**src/rtl/hazard_fwd_unit.sv**
```systemverilog
// Pipeline hazard unit: operand forwarding selects, load-use bubble sequencing,
// mul/div busy tracking and a saturating stall-cycle counter.
module hazard_fwd_unit #(
  parameter int AW       = 5,
  parameter int LOAD_LAT = 1,
  parameter int MD_LAT   = 4
) (
  input  logic          clk,
  input  logic          rst,
  input  logic [AW-1:0] rs_id,
  input  logic [AW-1:0] rt_id,
  input  logic          use_rs_id,
  input  logic          use_rt_id,
  input  logic [AW-1:0] rd_ex,
  input  logic [AW-1:0] rd_mem,
  input  logic [AW-1:0] rd_wb,
  input  logic          wen_ex,
  input  logic          wen_mem,
  input  logic          wen_wb,
  input  logic          load_ex,
  input  logic          md_start_ex,
  input  logic          md_use_id,
  output logic [1:0]    fwd_a,
  output logic [1:0]    fwd_b,
  output logic          stall,
  output logic          flush_ex,
  output logic          md_busy,
  output logic [15:0]   stall_cnt
);

  typedef enum logic {
    S_IDLE       = 1'b0,
    S_LOAD_STALL = 1'b1
  } state_t;

  localparam logic [1:0]  LCNT_INIT    = 2'(LOAD_LAT - 1);
  localparam logic [3:0]  MD_INIT      = 4'(MD_LAT);
  localparam bit          MULTI_BUBBLE = (LOAD_LAT > 1);
  localparam logic [15:0] CNT_MAX      = 16'hFFFF;

  state_t      r_state;
  state_t      w_state_nxt;
  logic [1:0]  r_lcnt;
  logic [1:0]  w_lcnt_nxt;
  logic [3:0]  r_md_cnt;
  logic [15:0] r_stall_cnt;
  logic        w_lu;
  logic        w_load_stall;
  logic        w_md_stall;
  logic        w_stall;
  logic [1:0]  w_fwd_a;
  logic [1:0]  w_fwd_b;

  // EX beats MEM beats WB; register 0 and non-writing stages never forward.
  function automatic logic [1:0] fwd_sel(
    input logic [AW-1:0] src,
    input logic [AW-1:0] d_ex,
    input logic          we_ex,
    input logic [AW-1:0] d_mem,
    input logic          we_mem,
    input logic [AW-1:0] d_wb,
    input logic          we_wb
  );
    logic [1:0] sel;
    sel = 2'b00;
    if (we_ex && (d_ex != '0) && (d_ex == src))
      sel = 2'b10;
    else if (we_mem && (d_mem != '0) && (d_mem == src))
      sel = 2'b01;
    else if (we_wb && (d_wb != '0) && (d_wb == src))
      sel = 2'b11;
    return sel;
  endfunction

  // Stage p0: combinational hazard detection from the current ID/EX/MEM/WB view
  assign w_fwd_a = fwd_sel(rs_id, rd_ex, wen_ex, rd_mem, wen_mem, rd_wb, wen_wb);
  assign w_fwd_b = fwd_sel(rt_id, rd_ex, wen_ex, rd_mem, wen_mem, rd_wb, wen_wb);

  assign w_lu = load_ex && wen_ex && (rd_ex != '0) &&
                ((use_rs_id && (rd_ex == rs_id)) || (use_rt_id && (rd_ex == rt_id)));

  // Load-use FSM: state register
  always_ff @(posedge clk) begin
    if (rst) begin
      r_state <= S_IDLE;
      r_lcnt  <= 2'd0;
    end else begin
      r_state <= w_state_nxt;
      r_lcnt  <= w_lcnt_nxt;
    end
  end

  // Load-use FSM: next state; lu is ignored while bubbles are still draining
  always_comb begin
    w_state_nxt = r_state;
    w_lcnt_nxt  = r_lcnt;
    case (r_state)
      S_IDLE: begin
        if (w_lu && MULTI_BUBBLE) begin
          w_state_nxt = S_LOAD_STALL;
          w_lcnt_nxt  = LCNT_INIT;
        end
      end
      S_LOAD_STALL: begin
        if (r_lcnt <= 2'd1) begin
          w_state_nxt = S_IDLE;
          w_lcnt_nxt  = 2'd0;
        end else begin
          w_lcnt_nxt  = r_lcnt - 2'd1;
        end
      end
      default: begin
        w_state_nxt = S_IDLE;
        w_lcnt_nxt  = 2'd0;
      end
    endcase
  end

  // Load-use FSM: outputs
  always_comb begin
    w_load_stall = 1'b0;
    case (r_state)
      S_IDLE:       w_load_stall = w_lu;
      S_LOAD_STALL: w_load_stall = 1'b1;
      default:      w_load_stall = 1'b0;
    endcase
  end

  // Mul/div occupancy: a start while busy restarts the full latency
  always_ff @(posedge clk) begin
    if (rst)
      r_md_cnt <= 4'd0;
    else if (md_start_ex)
      r_md_cnt <= MD_INIT;
    else if (r_md_cnt != 4'd0)
      r_md_cnt <= r_md_cnt - 4'd1;
  end

  assign w_md_stall = md_use_id && (r_md_cnt != 4'd0);
  assign w_stall    = !rst && (w_load_stall || w_md_stall);

  // Stage p1: saturating stall-cycle statistics
  always_ff @(posedge clk) begin
    if (rst)
      r_stall_cnt <= 16'd0;
    else if (w_stall && (r_stall_cnt != CNT_MAX))
      r_stall_cnt <= r_stall_cnt + 16'd1;
  end

  assign fwd_a     = rst ? 2'b00 : w_fwd_a;
  assign fwd_b     = rst ? 2'b00 : w_fwd_b;
  assign stall     = w_stall;
  assign flush_ex  = w_stall;
  assign md_busy   = (r_md_cnt != 4'd0);
  assign stall_cnt = r_stall_cnt;

endmodule

```
**config.mk**
```make
export PLATFORM = sky130hd
export DESIGN_NAME = hazard_fwd_unit
export DESIGN_NICKNAME = d
export VERILOG_FILES = /design/src/rtl/hazard_fwd_unit.sv
export SDC_FILE = /design/constraint.sdc
export NUM_CORES = 1
export LEC_CHECK = 0
export ABC_AREA = 1
export CORE_MARGIN = 2
export CORE_UTILIZATION = 50
export DETAILED_ROUTE_END_ITERATION = 6
export MAX_ROUTING_LAYER = met4
export PLACE_DENSITY = 0.86
export SLEW_MARGIN = 20
export SYNTH_ARGS = -nofsm -noshare
export SYNTH_HDL_FRONTEND = slang
export SYNTH_SLANG_ARGS = --single-unit
```
**constraint.sdc**
```tcl
create_clock -name clk -period 4.02 [get_ports clk]
set_input_delay 0.603 -clock clk [delete_from_list [all_inputs] [get_ports clk]]
set_output_delay 0.603 -clock clk [all_outputs]
set_load 0.02 [all_outputs]
```
* Word-level counts from Yosys, hierarchy flattened
Index checks and enable logic that the tools add are counted.
Storage, ports and cells: register bits 23, input port bits 35, output and inout port bits 23, logic and storage cells 57
Cells by class: $add $sub $neg 3, $lt $le $gt $ge 1, eq/ne operators 7, mux-type cells 13, bitwise gates (word level) 1, reduce and logical (&&, ||, !) cells 27
Operators with widths (count):
- 5-bit == test | 6
- 2-bit 2-to-1 mux | 9
- 1-bit logical AND | 17
- 16-bit by 1-bit adder with 16-bit output (second input constant) | 1
- 16-bit != test (second input constant) | 1
- 5-bit nonzero test | 3
- 3-bit 2-to-1 mux | 2
- 4-bit nonzero test | 1
- 2-bit OR reduction | 2
- 4-bit by 1-bit subtractor with 4-bit output (second input constant) | 1
- 2-bit by 1-bit less-or-equal comparator with 1-bit output (second input constant) | 1
- 1-bit logical OR | 2
- 1-bit case mux with 2 select lines | 1
- 2-bit nonzero test | 1
- 2-bit by 1-bit subtractor with 2-bit output (second input constant) | 1
- 1-bit zero test | 1
- 1-bit 2-to-1 mux | 1
- 1-bit NOT | 1

* Longest topological paths before layout
Gate-level depths: netlist of the first run.
depth in word-level cells 8, mapped depth 13, depth with buffers taken out 12

* Least setup slack after synthesis of the first run
Ideal clock, no wire load.
path type input -> output, start point input port rd_ex[2], end point output port stall, arrival 1.700 ns, data required time 3.417 ns, slack 1.717 ns, stages on the path 9, buffers on the path 1, path through inv_1 > nand2_1 > nand2_1 > nor2_2 > nand4_1 > nand2_1 > nand2_2 > a21oi_1 > buf_4
On the way: word-level cells in the longest chain between the ends 7, elaborated cells on any way between the ends 11, classes of those cells eq/ne (2); mux (1); reduce/logical (8)
Ends and longest elaborated chain:
- start, declared | RTL line 14 | input logic [AW-1:0] rd_ex,
- 5-bit == test | RTL line 80 | ((use_rs_id && (rd_ex == rs_id)) || (use_rt_id && (rd_ex == rt_id)));
- 1-bit logical AND | RTL line 80
- 1-bit logical OR | RTL line 80
- 1-bit logical AND * | RTL line 79 | assign w_lu = load_ex && wen_ex && (rd_ex != '0) &&
- 1-bit case mux with 2 select lines * | RTL line 122 | case (r_state)
- 1-bit logical OR * | RTL line 140 | assign w_stall = !rst && (w_load_stall || w_md_stall);
- 1-bit logical AND * | RTL line 140
- end, declared | RTL line 25 | output logic stall,
Every way passes the cells marked *; elsewhere a longest branch is shown, timed or not.

* Worst setup path after layout of the first run
start point input port rt_id[0], end point output port fwd_b[1]
On the way: word-level cells in the longest chain between the ends 6, elaborated cells on any way between the ends 10, classes of those cells eq/ne (3); mux (4); reduce/logical (3)
Ends and longest elaborated chain:
- start, declared | RTL line 11 | input logic [AW-1:0] rt_id,
- 5-bit == test | RTL line 70 | else if (we_wb && (d_wb != '0) && (d_wb == src))
- 1-bit logical AND | RTL line 70
- 2-bit 2-to-1 mux | RTL line 70
- 2-bit 2-to-1 mux | RTL line 68 | else if (we_mem && (d_mem != '0) && (d_mem == src))
- 2-bit 2-to-1 mux * | RTL line 66 | if (we_ex && (d_ex != '0) && (d_ex == src))
- 2-bit 2-to-1 mux * | RTL line 151 | assign fwd_b = rst ? 2'b00 : w_fwd_b;
- end, declared | RTL line 24 | output logic [1:0] fwd_b,
Marked as above.

==> run metrics, run 1 <==
outcome finished clean; number of buffers created by CTS 3; clock sink total 23; peak fanout along the critical path 4; number of buffer cells added on primary ports 57; unrepaired setup endpoints after global routing false; number of H-tree branching levels 1; final core occ 68.6%; classification of the worst-slack hold path flip-flop to flip-flop; maximum number of pins on one net before global-route repair 29; post-route design area 2470 µm²; cts hold-fix bufs 0; count of vias placed by the detailed router 1970; placed cell areas 2430 µm²; DR DRC count 0; Ant. Diodes 0; first-pass GRT wire length 7.75 mm; Final HPWL DP 3.61 mm; fin crit period 3.30 ns; cell area after synthesis 1840 µm²; worst path cell trace clkdlybuf4s50_1 > xnor2_1 > nand2_1 > nor4_1 > nand2_1 > a21oi_1 > clkdlybuf4s50_1; aggregate negative setup slack 0 ns; Wirelength per Cell 11.2 µm; CTS tree yes; Power per Cell Area 219 nW/µm²; Critical Setup Path Class input port to primary output; number of flops mapped to enable cells by yosys 0; Layout Skew 0.00372 ns; # rows 22; height of the die 64.6 µm; Clk Tree Root Cell sky130_fd_sc_hd__clkbuf_8; Area Growth Syn to Fin 34.6%; Vias per Instance 4.91; Post-Synthesis Cells 296; total overflow reported by the global router 0; upper clock frequency limit 0.303 GHz; Max-slew headroom 69.3%; clock edge transition at the registers on the reported setup and hold paths 0.08 ns; fraction of layout instances using a drive strength above 1 7.93%; GRT Util Overall 23.7%; Worst Setup Start Kind input port; total length of routed wires 4.49 mm; starting DRC count in detailed routing 73; Yosys reg bits 23; flip-flop cell with the highest count after synthesis sky130_fd_sc_hd__dfxtp_1; number of different library cells in the post-synthesis netlist 34; Worst Tran Pin Value 0.459 ns; Final Slew Violations 0; crit path buf inv count 2; sequential fraction of the synthesis area 25.1%; vias in the first global route 1757; post_cts resized 0; number of max-cap violations 0; warning count from the yosys run 0; post-CTS setup repair buffer count 0; worst IR drop on VDD 0.000293 V; Critical Path RT 3.42 ns; data arrival at the endpoint of the critical path 2.69 ns; share of the clock period used by the worst path after layout 82.0%; effective utilization at floorplan 51.0%; global placement routability congestion 0.867; Synth Area per Inst 6.21 µm²; leakage component of the power 1.08 nW; worst skew pair latency 0.26 ns; gate family responsible for the most delay along the worst path buffers and inverters; post-synthesis net count 333; area of the die 4180 µm²; Max stage delay on crit path 0.63 ns; number of hold-slack violations in the final timing report 0; Crit. End Element primary output; Async S/R FF share, synth 0%; core area 3610 µm²; antenna violations before repair 0; length of the first detailed-routing pass in iterations 4; worst-path cell with the longest stage delay sky130_fd_sc_hd__clkdlybuf4s50_1; net count of the finished layout 391; Finish-stage setup viols 0; maximum buffer depth of the clock tree 2; number of top-level pins 58; horizontal extent of the die 64.6 µm; Detail Route Antenna Nets 0
==> kinds of logic after synthesis <==
| family | share of synthesized area (%) |
|---|---|
| adders and majority gates | 1.36 |
| xor gates and xnor gates | 11.0 |
| DFF | 25.1 |
| and+or+nand+nor | 44.1 |
| buffers and inverters | 12.0 |
| AOI/OAI and AO/OA | 6.54 |
==> stage by stage <==
step | hold slack (ns) | instances | setup slack [ns] | total power, W
2_1_floorplan | 0.443 | 296 | 1.72 | 0.000335
3_3_place_gp | 0.457 | 397 | 0.775 | 0.000398
3_5_place_dp | 0.468 | 397 | 0.744 | 0.000402
4_1_cts | 0.480 | 401 | 0.735 | 0.000545
5_1_grt | 0.502 | 401 | 0.498 | 0.000572
6_report | 0.483 | 401 | 0.723 | 0.000542
==> where the power goes <==
| part | switching, W | internal [W] |
|---|---|---|
| registers | 0.00000691 | 0.000234 |
| logic | 0.0000821 | 0.0000739 |
| clock network | 0.0000763 | 0.0000692 |
| total | 0.000165 | 0.000377 |
==> cells in the mapped netlist (2+ instances only) <==
cell	count	area [µm²]
sky130_fd_sc_hd__a21oi_1	15	75.1
sky130_fd_sc_hd__inv_2	7	26.3
sky130_fd_sc_hd__nor2_1	40	150
sky130_fd_sc_hd__inv_1	38	143
sky130_fd_sc_hd__nor2_4	2	22.5
sky130_fd_sc_hd__xor2_1	11	96.3
sky130_fd_sc_hd__nor3_1	4	20.0
sky130_fd_sc_hd__nand2_1	80	300
sky130_fd_sc_hd__ha_1	2	25.0
sky130_fd_sc_hd__nand2_2	2	12.5
sky130_fd_sc_hd__nand3_1	23	115
sky130_fd_sc_hd__nand4_1	8	50.1
sky130_fd_sc_hd__nor4_1	3	18.8
sky130_fd_sc_hd__o21ai_0	4	20.0
sky130_fd_sc_hd__nand2_4	2	22.5
sky130_fd_sc_hd__xnor2_1	12	105
sky130_fd_sc_hd__nor2_2	4	25.0
sky130_fd_sc_hd__dfxtp_1	23	460
==> final timing paths <==
check | endpoint | cells after the start | slack [ns] | startpoint
worst max-delay path | fwd_b[1] | 7 | 0.72 | rt_id[0]
worst min-delay path | r_lcnt[0] | 1 | 0.48 | r_lcnt[0]
worst max register to register | stall_cnt[15] | 11 | 2.19 | stall_cnt[0]
worst min register to register | r_lcnt[0] | 1 | 0.48 | r_lcnt[0]
==> layout make-up <==
class / instances / area (µm²)
inverters: 46 / 173
clock inverters: 1 / 5.00
flip-flops and latches: 23 / 460
repair buffers: 58 / 578
clock buffers: 3 / 41.3
multi-input cells: 222 / 1160
well taps: 48 / 60.1
fillers: 314 / 1130
==> flip-flops by register name, summed over array words and instances (netlist names) <==
name	cells
r_lcnt	2
r_state	1
r_md_cnt	4
stall_cnt	16
==> metal layers <==
| metal | global-route usage [%] | share of wire, % |
|---|---|---|
| met1 | 30.0 | 47 |
| met2 | 40.0 | 48 |
| met3 | 4.17 | 3.4 |
| met4 | 4.52 | 1.7 |
| met5 | - | 0 |
==> layout by cell type, fill, tap and decap left out, drive strengths merged <==
cell type | Yosys | layout
o41ai | 1 | 1
nand3b | 1 | 1
dfxtp | 23 | 23
xor2 | 11 | 11
clkdlybuf4s50 | 0 | 57
buf | 4 | 1
nand2 | 84 | 84
xnor2 | 12 | 12
clkinv | 1 | 2
o31ai | 1 | 1
ha | 2 | 2
nor4 | 3 | 3
nand4 | 10 | 10
clkbuf | 1 | 3
or2 | 1 | 1
o21ai | 4 | 4
nand3 | 24 | 24
inv | 45 | 45
nor2 | 46 | 46
nor3 | 5 | 5
and3 | 1 | 1
a21oi | 16 | 16
Power figures use the tool's default switching activity.
==> run 2: changes to the inputs <==
--- a/config.mk
+++ b/config.mk
@@ -7,10 +7,10 @@
 export LEC_CHECK = 0
 export ABC_AREA = 1
 export CORE_MARGIN = 2
-export CORE_UTILIZATION = 50
+export CORE_UTILIZATION = 42
 export DETAILED_ROUTE_END_ITERATION = 6
 export MAX_ROUTING_LAYER = met4
-export PLACE_DENSITY = 0.86
+export PLACE_DENSITY = 0.77
 export SLEW_MARGIN = 20
 export SYNTH_ARGS = -nofsm -noshare
 export SYNTH_HDL_FRONTEND = slang
==> constraint.sdc (replaced) <==
create_clock -name clk -period 2.7 [get_ports clk]
set_input_delay 0.405 -clock clk [delete_from_list [all_inputs] [get_ports clk]]
set_output_delay 0.405 -clock clk [all_outputs]
set_load 0.02 [all_outputs]
==> run 2 against run 1 <==
Register-to-register slack lost 1.3 ns. Non-clock buffer count grew 9. Worst setup slack lost 0.59 ns. Worst hold slack lost 0.0029 ns.
==> run metrics, run 2 (same netlist as run 1, synthesis figures left out) <==
Area Growth Syn to Fin 39.1%; fraction of layout instances using a drive strength above 1 10.5%; worst IR drop on VDD 0.000417 V; number of cells in the finished layout apart from fillers 414; number of buffer cells added on primary ports 57; horizontal extent of the die 70.2 µm; Vias per Instance 4.86; total overflow reported by the global router 0; Critical Setup Path Class input port to primary output; Final HPWL DP 3.75 mm; Wirelength per Cell 11.1 µm; peak fanout along the critical path 2; number of buffers created by CTS 3; max FFs per register 16; worst skew pair latency 0.27 ns; final core occ 59.6%; fin crit period 2.57 ns; length of the first detailed-routing pass in iterations 4; Crit. End Element primary output; Final Total Pwr 0.000820 W; worst setup slack for register-to-register paths 0.89 ns; net count of the finished layout 400; effective utilization at floorplan 42.8%; Finish-stage setup viols 0; share of the clock period used by the worst path after layout 95.2%; height of the die 70.2 µm; data arrival at the endpoint of the critical path 2.17 ns; classification of the worst-slack hold path flip-flop to flip-flop; vias in the first global route 1780; reg-to-reg startpoint stall_cnt[0]; GRT Util Overall 19.6%; CTS tree yes; DR DRC count 0; Clk Tree Root Cell sky130_fd_sc_hd__clkbuf_8; unrepaired setup endpoints after global routing false; total length of routed wires 4.59 mm; Layout Skew 0.00163 ns; Power per Cell Area 321 nW/µm²; core area 4290 µm²; hold wc startpoint r_lcnt[0]; maximum number of pins on one net before global-route repair 29; Max-slew headroom 78.5%; Worst Setup Start Kind input port; antenna violations before repair 0; outcome finished clean; first-pass GRT wire length 7.80 mm; Max stage delay on crit path 0.42 ns; Ant. Diodes 0; worst path cell trace clkdlybuf4s50_1 > or2_2 > o41ai_1 > inv_1 > nand3_1 > nand2_1 > a21oi_1 > dlygate4sd2_1; maximum buffer depth of the clock tree 2; starting DRC count in detailed routing 133; hold endpoint r_lcnt[0]; number of top-level pins 58; area of the die 4920 µm²; Filler Cell Count 409; clock sink total 23; global placement routability congestion 0.944; Critical Path RT 2.30 ns; commonest non-fill, non-tap cell in the layout sky130_fd_sc_hd__nand2_1; cell depth of the worst flop-to-flop path 12; upper clock frequency limit 0.389 GHz; Detail Route Antenna Nets 0; leakage component of the power 1.15 nW; number of H-tree branching levels 1; count of cells along the worst hold path 1; clock edge transition at the registers on the reported setup and hold paths 0.08 ns; top library cells by usage in the layout, fill and taps aside sky130_fd_sc_hd__nand2_1 (80), sky130_fd_sc_hd__clkdlybuf4s50_1 (51), sky130_fd_sc_hd__nor2_1 (40), sky130_fd_sc_hd__inv_1 (38); Worst Tran Pin Value 0.318 ns; Reg2Reg Capture Point stall_cnt[13]; number of hold-slack violations in the final timing report 0; worst-path cell with the longest stage delay sky130_fd_sc_hd__clkdlybuf4s50_1; Final Slew Violations 0; count of vias placed by the detailed router 2011; # rows 24; number of max-cap violations 0; total instance count after detailed placement 410
run 2: cell count changes in the layout (fill, tap and decap cells not counted), sizes merged:
cell           before  now
buf                 1   10
clkinvlp            0    1
dlygate4sd2         0    6
clkdlybuf4s50      57   51
clkinv              2    1
run 2: final cells by class:
class	count	area, µm²	area share, %
tap	52	65.1	2.54
clock buffer	3	41.3	1.61
inverter	46	173	6.75
timing repair buffer	67	638	25.0
clock inverter	1	7.51	0.294
sequential	23	460	18.0
multi-input combinational	222	1170	45.8
run 2: through the flow:
stage	setup WS [ns]	cell area (µm²)	hold WS [ns]	setup TNS, ns
after global placement	-0.136	2500	0.456	-0.411
after global routing	0.0173	2560	0.515	0
after detailed placement	-0.159	2500	0.465	-0.576
final	0.129	2560	0.480	0
after floorplan	0.607	1840	0.443	0
after CTS	0.152	2550	0.484	0
run 2: repair_timing:
item / CTS / global route
endpoints found under the setup margin: 6 / 1
hold buffers: 0 / 0
setup buffers: 0 / 0
gates resized for setup: 7 / 1
run 2: where the power goes:
part	total [W]	switching, W	leakage, nW	internal [W]
logic	0.000242	0.000126	0.942	0.000115
clock network	0.000220	0.000115	0.0217	0.000104
registers	0.000358	0.00000980	0.186	0.000348
total	0.000820	0.000252	1.15	0.000568
run 2: metal layers:
layer / wire length, µm / track usage, %
met1: 2150 / 26.9
met2: 2170 / 31.0
met3: 235 / 3.17
met4: 32 / 3.42
met5: 0 / -
run 2: worst max-delay path by stage:
| stage | startpoint | endpoint | slack (ns) |
|---|---|---|---|
| floorplan | r_md_cnt[0] | stall | 0.61 |
| global placement | rt_id[0] | fwd_b[1] | -0.14 |
| detailed placement | rt_id[0] | fwd_b[0] | -0.16 |
| CTS | rd_mem[0] | fwd_b[1] | 0.15 |
| global route | rd_mem[0] | fwd_b[1] | 0.02 |
| finish | rd_mem[0] | fwd_b[1] | 0.13 |
run 2: worst max-delay path: cells and delay by family:
kind / cells / cell delay, ns
buffers and inverters: 3 / 0.87
AND/OR/NAND/NOR: 3 / 0.47
AO/OA/AOI/OAI: 2 / 0.42
==> run 3: changes to the inputs <==
--- a/config.mk
+++ b/config.mk
@@ -8,6 +8,7 @@
 export ABC_AREA = 1
 export CORE_MARGIN = 2
 export CORE_UTILIZATION = 42
+export CTS_CLUSTER_DIAMETER = 50
 export DETAILED_ROUTE_END_ITERATION = 6
 export MAX_ROUTING_LAYER = met4
 export PLACE_DENSITY = 0.77
==> results of run 3 <==
The final DEF is identical to that of run 2; final timing and power are the same.
